$ cat src/rtl/bitpattern_pkg.sv
// Shared types and default constants for the serial pattern detector.
package bitpattern_pkg;

  // Detector FSM states: filling the window, hunting for a match, matched.
  typedef enum logic [1:0] {
    FILL  = 2'd0,
    HUNT  = 2'd1,
    MATCH = 2'd2
  } state_t;

  localparam int                       DEFAULT_WIDTH   = 3;
  localparam logic [DEFAULT_WIDTH-1:0] DEFAULT_PATTERN = 3'b101;

endpackage

$ cat src/rtl/pattern_detector_sat_counter.sv
// Saturating up-counter: counts inc pulses, sticks at all-ones, never wraps.
module sat_counter #(
  parameter int WIDTH = 8
) (
  input  logic             clock,
  input  logic             nreset,
  input  logic             inc,
  output logic [WIDTH-1:0] count
);

  // Count register with saturation at the maximum code.
  always_ff @(posedge clock or negedge nreset) begin
    // NOTE: sequential state is updated with <= so every register in the
    // design sees the pre-edge values of the others, regardless of block order.
    if (!nreset) begin
      count <= '0;
    end else if (inc && (count != '1)) begin
      count <= count + WIDTH'(1);
    end
  end

endmodule

$ cat src/rtl/pattern_detector.sv
// Serial bit-pattern detector: shifts inp into a WIDTH-bit window, raises a
// Moore flag when the full window equals PATTERN, and counts matches.
module pattern_detector
  import bitpattern_pkg::*;
#(
  parameter int               WIDTH   = DEFAULT_WIDTH,
  parameter logic [WIDTH-1:0] PATTERN = WIDTH'(DEFAULT_PATTERN),
  parameter int               OVERLAP = 1,
  parameter int               COUNT_W = 8
) (
  input  logic               clock,
  input  logic               nreset,
  input  logic               en,
  input  logic               inp,
  output logic               outp,
  output logic [COUNT_W-1:0] match_count
);

  // Fill counter must hold 0..WIDTH inclusive.
  localparam int               FILL_W    = $clog2(WIDTH + 1);
  localparam logic [FILL_W-1:0] FILL_FULL = FILL_W'(WIDTH);

  state_t            state;
  state_t            state_next;
  logic [WIDTH-1:0]  hist;
  logic [WIDTH-1:0]  hist_next;
  logic [FILL_W-1:0] fill;
  logic [FILL_W-1:0] fill_next;
  logic              match_inc;

  // Next-state decode for window, fill level and FSM state on a sample edge.
  always_comb begin
    // NOTE: every variable gets a default first, so no path through the
    // block leaves one unassigned and no latch is inferred.
    hist_next  = hist;
    fill_next  = fill;
    state_next = state;
    if (en) begin
      if ((OVERLAP == 0) && (state == MATCH)) begin
        // Non-overlapping: the matched bits are consumed; only the new bit
        // starts the next window.
        hist_next  = WIDTH'(inp);
        fill_next  = FILL_W'(1);
        state_next = FILL;
      end else begin
        hist_next = {hist[WIDTH-2:0], inp};
        fill_next = (fill == FILL_FULL) ? FILL_FULL : fill + FILL_W'(1);
        if (fill_next == FILL_FULL) begin
          state_next = (hist_next == PATTERN) ? MATCH : HUNT;
        end else begin
          state_next = FILL;
        end
      end
    end
  end

  // FSM state register.
  always_ff @(posedge clock or negedge nreset) begin
    if (!nreset) begin
      state <= FILL;
    end else begin
      state <= state_next;
    end
  end

  // History window and fill level registers.
  always_ff @(posedge clock or negedge nreset) begin
    if (!nreset) begin
      hist <= '0;
      fill <= '0;
    end else begin
      hist <= hist_next;
      fill <= fill_next;
    end
  end

  // Every sampled entry into MATCH (including MATCH->MATCH) is one match.
  assign match_inc = en && (state_next == MATCH);

  // Moore flag decoded purely from the state register.
  assign outp = (state == MATCH);

  sat_counter #(
    .WIDTH(COUNT_W)
  ) u_match_counter (
    .clock (clock),
    .nreset(nreset),
    .inc   (match_inc),
    .count (match_count)
  );

endmodule
$ cat config.mk
export PLATFORM = sky130hd
export DESIGN_NAME = pattern_detector
export DESIGN_NICKNAME = d
export VERILOG_FILES = /design/src/rtl/bitpattern_pkg.sv /design/src/rtl/pattern_detector_sat_counter.sv /design/src/rtl/pattern_detector.sv
export SDC_FILE = /design/constraint.sdc
export NUM_CORES = 1
export LEC_CHECK = 0
export BUFFER_PORTS_ARGS = -buffer_cell sky130_fd_sc_hd__buf_2
export CORE_MARGIN = 2
export CORE_UTILIZATION = 25
export CTS_BUF_LIST = sky130_fd_sc_hd__clkbuf_8
export CTS_CLUSTER_DIAMETER = 30
export DETAILED_ROUTE_END_ITERATION = 12
export PLACE_DENSITY = 0.52
export SYNTH_ARGS = -nofsm -noshare
export SYNTH_HDL_FRONTEND = slang
export SYNTH_SLANG_ARGS = --single-unit
$ cat constraint.sdc
create_clock -name clock -period 1.7 [get_ports clock]
set_input_delay 0 -clock clock [delete_from_list [all_inputs] [get_ports clock]]
set_output_delay 0 -clock clock [all_outputs]
set_load 0.1 [all_outputs]
### Word-level counts from Yosys, hierarchy flattened

Index checks and enable logic that the tools add are counted.
Widths: inputs -> output; s select.

* add/subtract/negate cells: 2
* $mul: 0
* divide/modulo/power cells: 0
* magnitude comparators: 0
* equal/unequal tests: 6
* shifts and indexed selects: 0
* multiplexer cells: 4
* bitwise operators: 0
* reductions and logical operators: 2

Operators by type and width (count)
* $add 8x1->8 const B: 1
* $eq 2x2->1 const B: 4
* $mux 2: 4
* $ne 8x8->1 const B: 1
* $eq 3x3->1 const B: 1
* $add 2x1->2 const B: 1
* $logic_and 1x1->1: 2

* flip-flop bits (word level): 14
* bits in latches: 0
* memory bits (writable): 0
* ROM bits: 0
* input port bits: 4
* output and inout bits: 9
* word-level logic and storage cells: 18
* memories kept: 0

### Depth between registers and ports, before layout

Gate-level depths: netlist (run 1).

* depth after elaboration: 8
* depth in mapped cells: 4
* gate-level depth less buffers: 4

### Hierarchy

A second synthesis (run 1) with hierarchy kept.

* cell total of the unflattened synthesis: 55
* area, all modules: 681.9 µm²

Modules (own cells, without submodules)
* sat_counter: instances 1, cells each 34, area an instance 407.9 µm², sequential area each 200.2 µm²
* pattern_detector: instances 1, cells each 21, area an instance 274.0 µm², sequential area each 150.1 µm²

### Least setup slack after synthesis (run 1)

No wires, ideal clock.

* kind: flip-flop to flip-flop
* start point: register u_match_counter.count[0]
* end point: register u_match_counter.count[1]
* library setup time: 126 ps
* arrival time: 2024 ps
* data required time: 1574 ps
* slack: -450 ps
* cell stages (with the launch flop): 5
* path buffers: 0
* clock period less this slack: 2150 ps
* cell sequence: dfrtp_1 ha_1 and3_4 a211o_2 mux2_4

* longest elaborated chain between the ends: 2
* elaborated cells between the ends (all ways): 3
* those cells by class: add/sub (1); eq/ne (1); reduce/logical (1)

RTL lines
* from (decl): line pattern_detector_sat_counter.sv:8 `output logic [WIDTH-1:0] count`
* from (signal assigned): line pattern_detector_sat_counter.sv:18 `count <= count + WIDTH'(1);`
* branches (longest 2 deep; another with $add 8x1->8)

Several ways; the timed one is not identified.
A chain may end at the register's enable or synchronous reset.

### Worst setup path in the final report (run 1)

Ends and elaborated chain as after synthesis.

==> reports/results.ini, run 1 <==
[run_status]
outcome=complete, no violations

[timing]
whs_ns=0.0359
setup_violations=0
rsz0062_at_grt=false
setup_ws_ns=0.0696
slew_headroom_pct=67.9
hold_viol=0
period_minus_slack_ns=1.63
post-route-period-util_pct=95.9
skew_ns=0.00208
finalMaxSlewViolations=0
tightestPinTransition_ns=0.485
fmax_mhz=613
finalSetupTns_ns=0

[drt]
post-route-drc-count=0
drt-pass1-iter-count=4
drt_wl_total_um=1250
route.met3.wl_um=85
top_layer=met4
routed-via-count=521
ant_nets=0
wl_met2_um=561
wire_per_inst_um=11.4
via_per_inst=4.78
m1WireLength_um=582
drtIter0Drc=13

[clocking]
clk_latency_ns=0.24
cts_sinks=14
numCtsBuffers=3
cts.path.max_buffers=2
clockRootBuffer=clkbuf_8
cts_tree=yes
htreeDepth=1
post_cts_buffers=0
clk_pin_slew_ns=0.06

[worst_setup_path]
crit_arrival_ns=1.76
ff2ff_path_depth=4
timing.rr.start=u_match_counter.count[0]
crit_path_start_kind=flip-flop
rrSetupSlack_ns=0.07
rr_endpoint=u_match_counter.count[1]
crit_fanout=5
required_ns=1.83
critPathLaunch=u_match_counter.count[0]
worstSetupPathType=reg -> reg
endpoint=u_match_counter.count[1]
cp-end-kind=flip-flop

[floorplan]
start_util_pct=25.9
core-area_um2=2690
die_area_um2=3220
die_w_um=56.7
rows=19
die_h_um=56.7
io_pins=13

[place]
io_buffers=12
place_area_um2=821
dpl_worst_slack_ns=0.0807
dp.cells=104
gp_congestion=0.729

[power]
power_density_nw_per_um2=1460
p_int_uw=719
p_clk_share_pct=24.8
leakagePower_nw=0.381
p_switching_uw=578
pwr-share-seq_pct=37.2
total_power_mw=1.30
netSwitchingFraction_pct=44.6
peakVddDrop_v=0.00114
p_comb_share_pct=38.0

[synth]
synth_edf_count=0
yosysWarnings=0
syn_nets=67
synth-async-reset-ratio_pct=100
syn_inst=62
synth-seq-area-share_pct=50.5
avgSynthCellArea_um2=11.2
synth_area_um2=694
synth_top_flop_cell=dfrtp_1
ys_types=24
ys_ff_latch=14

[grt]
grt_util_all_layers_pct=8.73
grt_overflow_total=0
grt_pass1_vias=485
antenna_found_initial=0
grt_pass1_wl_um=2160
grt_max_degree=15

[finish]
instances_no_fill=109
final_cell_mix=buf_2, nand3_1, dfrtp_1, dfrtp_2
n_antenna_cell=0
multi_input_area_um2=342
fin_area_um2=886
fillers=284
area_growth_syn_to_layout_pct=27.6
utilization_pct=33.0
layout_commonest_cell=buf_2
final-seq-area_um2=365
drive_gt1_share_pct=46.2
fin_nets=84

[min_path]
hold_class=in -> reg
min_path_cells=2

[job]
maxCapViolCount=0

-- layer usage --
| layer | GRT usage, % | vias up |
|---|---|---|
| li1 | - | 254 |
| met1 | 10.6 | 253 |
| met2 | 13.8 | 12 |
| met3 | 3.69 | 2 |
| met4 | 3.06 | 0 |
| met5 | 0 | - |
-- repair_timing --
item	4_1_cts	5_1_grt
hold endpoints to repair	14	0
gates resized for setup	0	0
hold buffers	1	0
-- Yosys cell counts, drive strengths merged, types with 2 or more instances --
cell type | count | area [µm²]
nand2 | 5 | 18.8
mux2 | 6 | 71.3
dfrtp | 14 | 350
xor2 | 2 | 17.5
nand2b | 2 | 12.5
o21ai | 2 | 10.0
nand3 | 6 | 30.0
nor2 | 5 | 18.8
nor4 | 3 | 18.8
inv | 4 | 15.0
-- how the worst min path moves through the flow --
stage,start,endpoint,slack [ns]
6_report,inp,hist[0],0.04
5_1_grt,inp,hist[0],0.05
4_1_cts,inp,hist[0],0.04
3_5_place_dp,nreset,state[0],-0.08
3_3_place_gp,nreset,state[0],-0.08
2_1_floorplan,nreset,fill[0],-0.30
-- power groups by stage --
| stage | combinational (mW) | sequential (mW) | clock (mW) |
|---|---|---|---|
| 6_report | 0.493 | 0.483 | 0.322 |
| 5_1_grt | 0.521 | 0.492 | 0.343 |
| 4_1_cts | 0.497 | 0.482 | 0.332 |
| 3_5_place_dp | 0.494 | 0.488 | 0 |
| 3_3_place_gp | 0.494 | 0.480 | 0 |
| 2_1_floorplan | 0.133 | 0.760 | 0 |
-- cell type report --
type                    instances  area share (%)
multi-input cells              43            38.6
well taps                      31            4.38
clock buffers                   4            6.21
inverters                       4            1.69
repair buffers                 13            7.91
flip-flops and latches         14            41.2
-- worst max-delay path: stages (launching register included) --
cell and delay, ns:
dfrtp_4 0.51, ha_4 0.18, and3_4 0.19, a211o_4 0.33, mux2_4 0.30
-- sequential cells by signal, summed over array words and instances (netlist names) --
name                   flops
fill                       2
state                      2
hist                       2
u_match_counter.count      8
-- logic make-up after synthesis --
| kind of cell | after synthesis | share of synthesized area, % |
|---|---|---|
| XOR/XNOR | 3 | 3.78 |
| AO/OA/AOI/OAI | 6 | 7.03 |
| AND/OR/NAND/NOR | 26 | 22.0 |
| multiplexers | 7 | 11.7 |
| buffers and inverters | 5 | 3.24 |
| flip-flops | 14 | 50.5 |
| adder cells (fa/ha/maj) | 1 | 1.80 |
Power figures use the tool's default switching activity.
==> run 2: changes to the inputs <==
--- a/config.mk
+++ b/config.mk
@@ -11,6 +11,8 @@
 export CTS_BUF_LIST = sky130_fd_sc_hd__clkbuf_8
 export CTS_CLUSTER_DIAMETER = 30
 export DETAILED_ROUTE_END_ITERATION = 12
+export HOLD_SLACK_MARGIN = 0.1
+export MAX_ROUTING_LAYER = met4
 export PLACE_DENSITY = 0.52
 export SYNTH_ARGS = -nofsm -noshare
 export SYNTH_HDL_FRONTEND = slang
==> run 2 against run 1 <==
  * Global-route usage grew 0.34 points
  * Utilization grew 0.75 points
  * Combinational power is essentially flat
  * Sequential cell count is the same
  * Sequential share of layout area shrank 0.91 points
  * Non-clock buffer count grew 2
  * Clock power is essentially flat
  * Largest cell class unchanged
  * Power grew 0.32%
  * Cell area grew 2.3%
  * Critical path depth is the same
  * Worst hold slack gained 0.14 ns
  * Critical endpoint unchanged
==> reports/results.ini, run 2 (same netlist as run 1, synthesis figures left out) <==
[timing]
skew_ns=0.00253
slew_headroom_pct=67.9
post-route-period-util_pct=96.0
tightestPinTransition_ns=0.485
fmax_mhz=613
setup_violations=0
period_minus_slack_ns=1.63
finalMaxSlewViolations=0
hold_viol=0
rsz0062_at_grt=false

[grt]
grt_pass1_vias=484
grt_overflow_total=0
antenna_found_initial=0
grt_pass1_wl_um=2190
grt_util_all_layers_pct=9.07
grt_max_degree=15

[clocking]
cts_sinks=14
post_cts_buffers=0
numCtsBuffers=3
clk_pin_slew_ns=0.06
clockRootBuffer=clkbuf_8
cts_tree=yes
clk_latency_ns=0.25
htreeDepth=1
cts.path.max_buffers=2

[drt]
drtIter0Drc=12
m1WireLength_um=581
drt_wl_total_um=1260
route.met3.wl_um=97
post-route-drc-count=0
via_per_inst=4.77
ant_nets=0
wire_per_inst_um=11.3
routed-via-count=530
top_layer=met4
drt-pass1-iter-count=4
wl_met2_um=566

[floorplan]
die_w_um=56.7
io_pins=13
start_util_pct=25.9
die_h_um=56.7
die_area_um2=3220
rows=19
core-area_um2=2690

[finish]
area_growth_syn_to_layout_pct=30.5
top_register=u_match_counter.count
largest_reg_flops=8
n_antenna_cell=0
drive_gt1_share_pct=45.0
instances_no_fill=111
fin_area_um2=906
fin_nets=86
final_cell_mix=buf_2, nand3_1, dfrtp_1, dfrtp_2
layout_commonest_cell=buf_2

[worst_setup_path]
crit_arrival_ns=1.76
cpMaxStageDelayCell=dfrtp_4
cp_slowest_stage_delay_ns=0.51
worstSetupPathType=reg -> reg
critical_path_buf_inv_count=0
crit_fanout=5
required_ns=1.83
cp-end-kind=flip-flop
path_cells=ha_4 > and3_4 > a211o_4 > mux2_4
path_delay_family=flip-flops
rrSetupSlack_ns=0.07
crit_path_start_kind=flip-flop

[min_path]
hold_class=in -> async

[place]
place_area_um2=821
io_buffers=12
dp.cells=104
gp_congestion=0.738

[power]
leakagePower_nw=0.389
peakVddDrop_v=0.00114
power_density_nw_per_um2=1440

[job]
maxCapViolCount=0

[run_status]
outcome=complete, no violations

==> run 2: routing by layer <==
layer | global-route usage [%] | vias to the layer above
li1 | - | 262
met1 | 11.0 | 252
met2 | 13.6 | 14
met3 | 3.69 | 2
met4 | 3.06 | 0
met5 | - | -
==> run 2: cell type report <==
type	count	area, µm²
fill	284	1780
clock buffer	4	55.1
sequential	14	365
inverter	4	15.0
timing repair buffer	15	90.1
tap	31	38.8
multi-input combinational	43	342
==> run 2: where the power goes <==
part | total, mW | internal [mW] | switching (mW)
Combinational | 0.496 | 0.115 | 0.381
Sequential | 0.482 | 0.402 | 0.0805
Clock | 0.323 | 0.205 | 0.118
==> run 2: final timing paths <==
check,start,to,cells past startpoint
hold / removal,nreset,fill[1],2
hold reg to reg,fill[0],fill[0],2
setup / recovery,u_match_counter.count[0],u_match_counter.count[1],4
max in group asynchronous,nreset,u_match_counter.count[0],2
setup reg to reg,u_match_counter.count[0],u_match_counter.count[1],4
min in group clock,fill[0],fill[0],2
==> run 2: worst reg2reg max path, stage by stage, from the launching register on <==
cell and delay (ns):
dfrtp_4 0.51, ha_4 0.18, and3_4 0.19, a211o_4 0.33
mux2_4 0.30
==> run 2: repair_timing <==
action / CTS / global route
endpoints found under the hold margin: 19 / 0
gates resized for setup: 0 / 0
hold buffers: 3 / 0
==> run 2: through the flow <==
step,utilization [%],hold WS (ns),power [mW],worst slack [ns],TNS [ns]
final,33.7,0.173,1.30,0.0688,0
after CTS,33.7,0.191,1.32,0.0702,0
after floorplan,-,-0.296,0.893,-0.0647,-0.0647
after global placement,30.6,-0.0847,0.975,0.103,0
after detailed placement,30.6,-0.0830,0.983,0.0807,0
after global routing,33.7,0.221,1.36,0.0376,0
==> run 3: changes to the inputs <==
--- a/config.mk
+++ b/config.mk
@@ -7,13 +7,13 @@
 export LEC_CHECK = 0
 export BUFFER_PORTS_ARGS = -buffer_cell sky130_fd_sc_hd__buf_2
 export CORE_MARGIN = 2
-export CORE_UTILIZATION = 25
+export CORE_UTILIZATION = 50
 export CTS_BUF_LIST = sky130_fd_sc_hd__clkbuf_8
 export CTS_CLUSTER_DIAMETER = 30
 export DETAILED_ROUTE_END_ITERATION = 12
 export HOLD_SLACK_MARGIN = 0.1
 export MAX_ROUTING_LAYER = met4
-export PLACE_DENSITY = 0.52
+export PLACE_DENSITY = 0.84
 export SYNTH_ARGS = -nofsm -noshare
 export SYNTH_HDL_FRONTEND = slang
 export SYNTH_SLANG_ARGS = --single-unit
==> run 3 against run 2 <==
  * Die area shrank 47%
  * Critical path depth unchanged
  * Sequential power about the same
  * Worst hold slack gained 0.0093 ns
==> reports/results.ini, run 3 (same netlist as run 1, synthesis figures left out) <==
[run_status]
outcome=complete, no violations

[clocking]
cts_tree=yes
numCtsBuffers=3
htreeDepth=1
clockRootBuffer=clkbuf_8
cts_resized=0
cts.path.max_buffers=2
clk_pin_slew_ns=0.06
clk_latency_ns=0.24
cts_sinks=14

[power]
peakVddDrop_v=0.00109
leakagePower_nw=0.389
power_density_nw_per_um2=1470
total_power_mw=1.30

[floorplan]
core-area_um2=1300
io_pins=13
rows=13
die_area_um2=1700
die_h_um=41.3
die_w_um=41.3
start_util_pct=53.4

[timing]
finalMaxSlewViolations=0
period_minus_slack_ns=1.63
post-route-period-util_pct=96.1
tightestPinTransition_ns=0.490
setup_violations=0
skew_ns=0.000537
rsz0062_at_grt=false
slew_headroom_pct=67.5
fmax_mhz=612
hold_viol=0
finalSetupTns_ns=0

[finish]
drive_gt1_share_pct=45.0
instances_no_fill=95
layout_commonest_cell=buf_2
area_growth_syn_to_layout_pct=27.6
largest_reg_flops=8
utilization_pct=68.1
n_antenna_cell=0
final_cell_mix=buf_2, nand3_1, dfrtp_1, dfrtp_2
fin_nets=86
top_register=u_match_counter.count

[drt]
drt-pass1-iter-count=4
via_per_inst=5.65
drt_wl_total_um=1340
ant_nets=0
wire_per_inst_um=14.1
drtIter0Drc=21
post-route-drc-count=0
routed-via-count=537

[place]
dp_hpwl_um=890
io_buffers=12
dp.cells=88
gp_congestion=0.815

[worst_setup_path]
crit_arrival_ns=1.76
crit_path_start_kind=flip-flop
crit_fanout=5
required_ns=1.82
rrSetupSlack_ns=0.07
cp-end-kind=flip-flop
worstSetupPathType=reg -> reg

[min_path]
hold_class=in -> async

[grt]
antenna_found_initial=0
grt_overflow_total=0
grt_util_all_layers_pct=20.9
grt_max_degree=15
grt_pass1_wl_um=2240
grt_pass1_vias=523

[job]
maxCapViolCount=0

## run 3: final cells by class
| cell class | count | area (µm²) |
|---|---|---|
| Inverter | 4 | 15.0 |
| Timing Repair Buffer | 15 | 90.1 |
| Fill cell | 106 | 415 |
| Tap cell | 15 | 18.8 |
| Sequential cell | 14 | 365 |
| Multi-Input combinational cell | 43 | 342 |
| Clock buffer | 4 | 55.1 |
## run 3: final timing paths
kind,depth (start not counted),endpoint,start
hold / removal,2,u_match_counter.count[0],nreset
setup / recovery,4,u_match_counter.count[1],u_match_counter.count[0]
setup reg to reg,4,u_match_counter.count[1],u_match_counter.count[0]
hold reg to reg,2,fill[0],fill[0]
min in group clock,2,fill[0],fill[0]
max in group asynchronous,2,u_match_counter.count[1],nreset
## run 3: through the flow
| stage | instance area [µm²] | setup WS [ns] | hold WS, ns |
|---|---|---|---|
| 6_report | 886 | 0.0658 | 0.182 |
| 5_1_grt | 886 | 0.0412 | 0.238 |
| 4_1_cts | 886 | 0.0677 | 0.195 |
| 3_5_place_dp | 801 | 0.0849 | -0.0897 |
| 3_3_place_gp | 801 | 0.104 | -0.0965 |
| 2_1_floorplan | 729 | -0.0647 | -0.296 |
## run 3: timing repair
| item | CTS | global route |
|---|---|---|
| hold buffers | 3 | 0 |
| endpoints found under the hold margin | 17 | 0 |
| buffers inserted | 0 | 0 |
## run 3: worst max-delay path, cell delays in order (launching register included)
cell and delay [ns]:
dfrtp_4 0.51, ha_4 0.18, and3_4 0.20, a211o_4 0.33, mux2_4 0.30
## run 3: report_power, final
group,internal (mW),switching (mW)
clock network,0.205,0.110
logic,0.116,0.387
registers,0.402,0.0817
total,0.722,0.579
## run 3: per-layer routing
| metal | GRT usage, % | share of wire (%) |
|---|---|---|
| met5 | - | 0 |
| met4 | 8.06 | 2.5 |
| met3 | 3.80 | 5.1 |
| met2 | 34.0 | 51 |
| met1 | 25.5 | 42 |
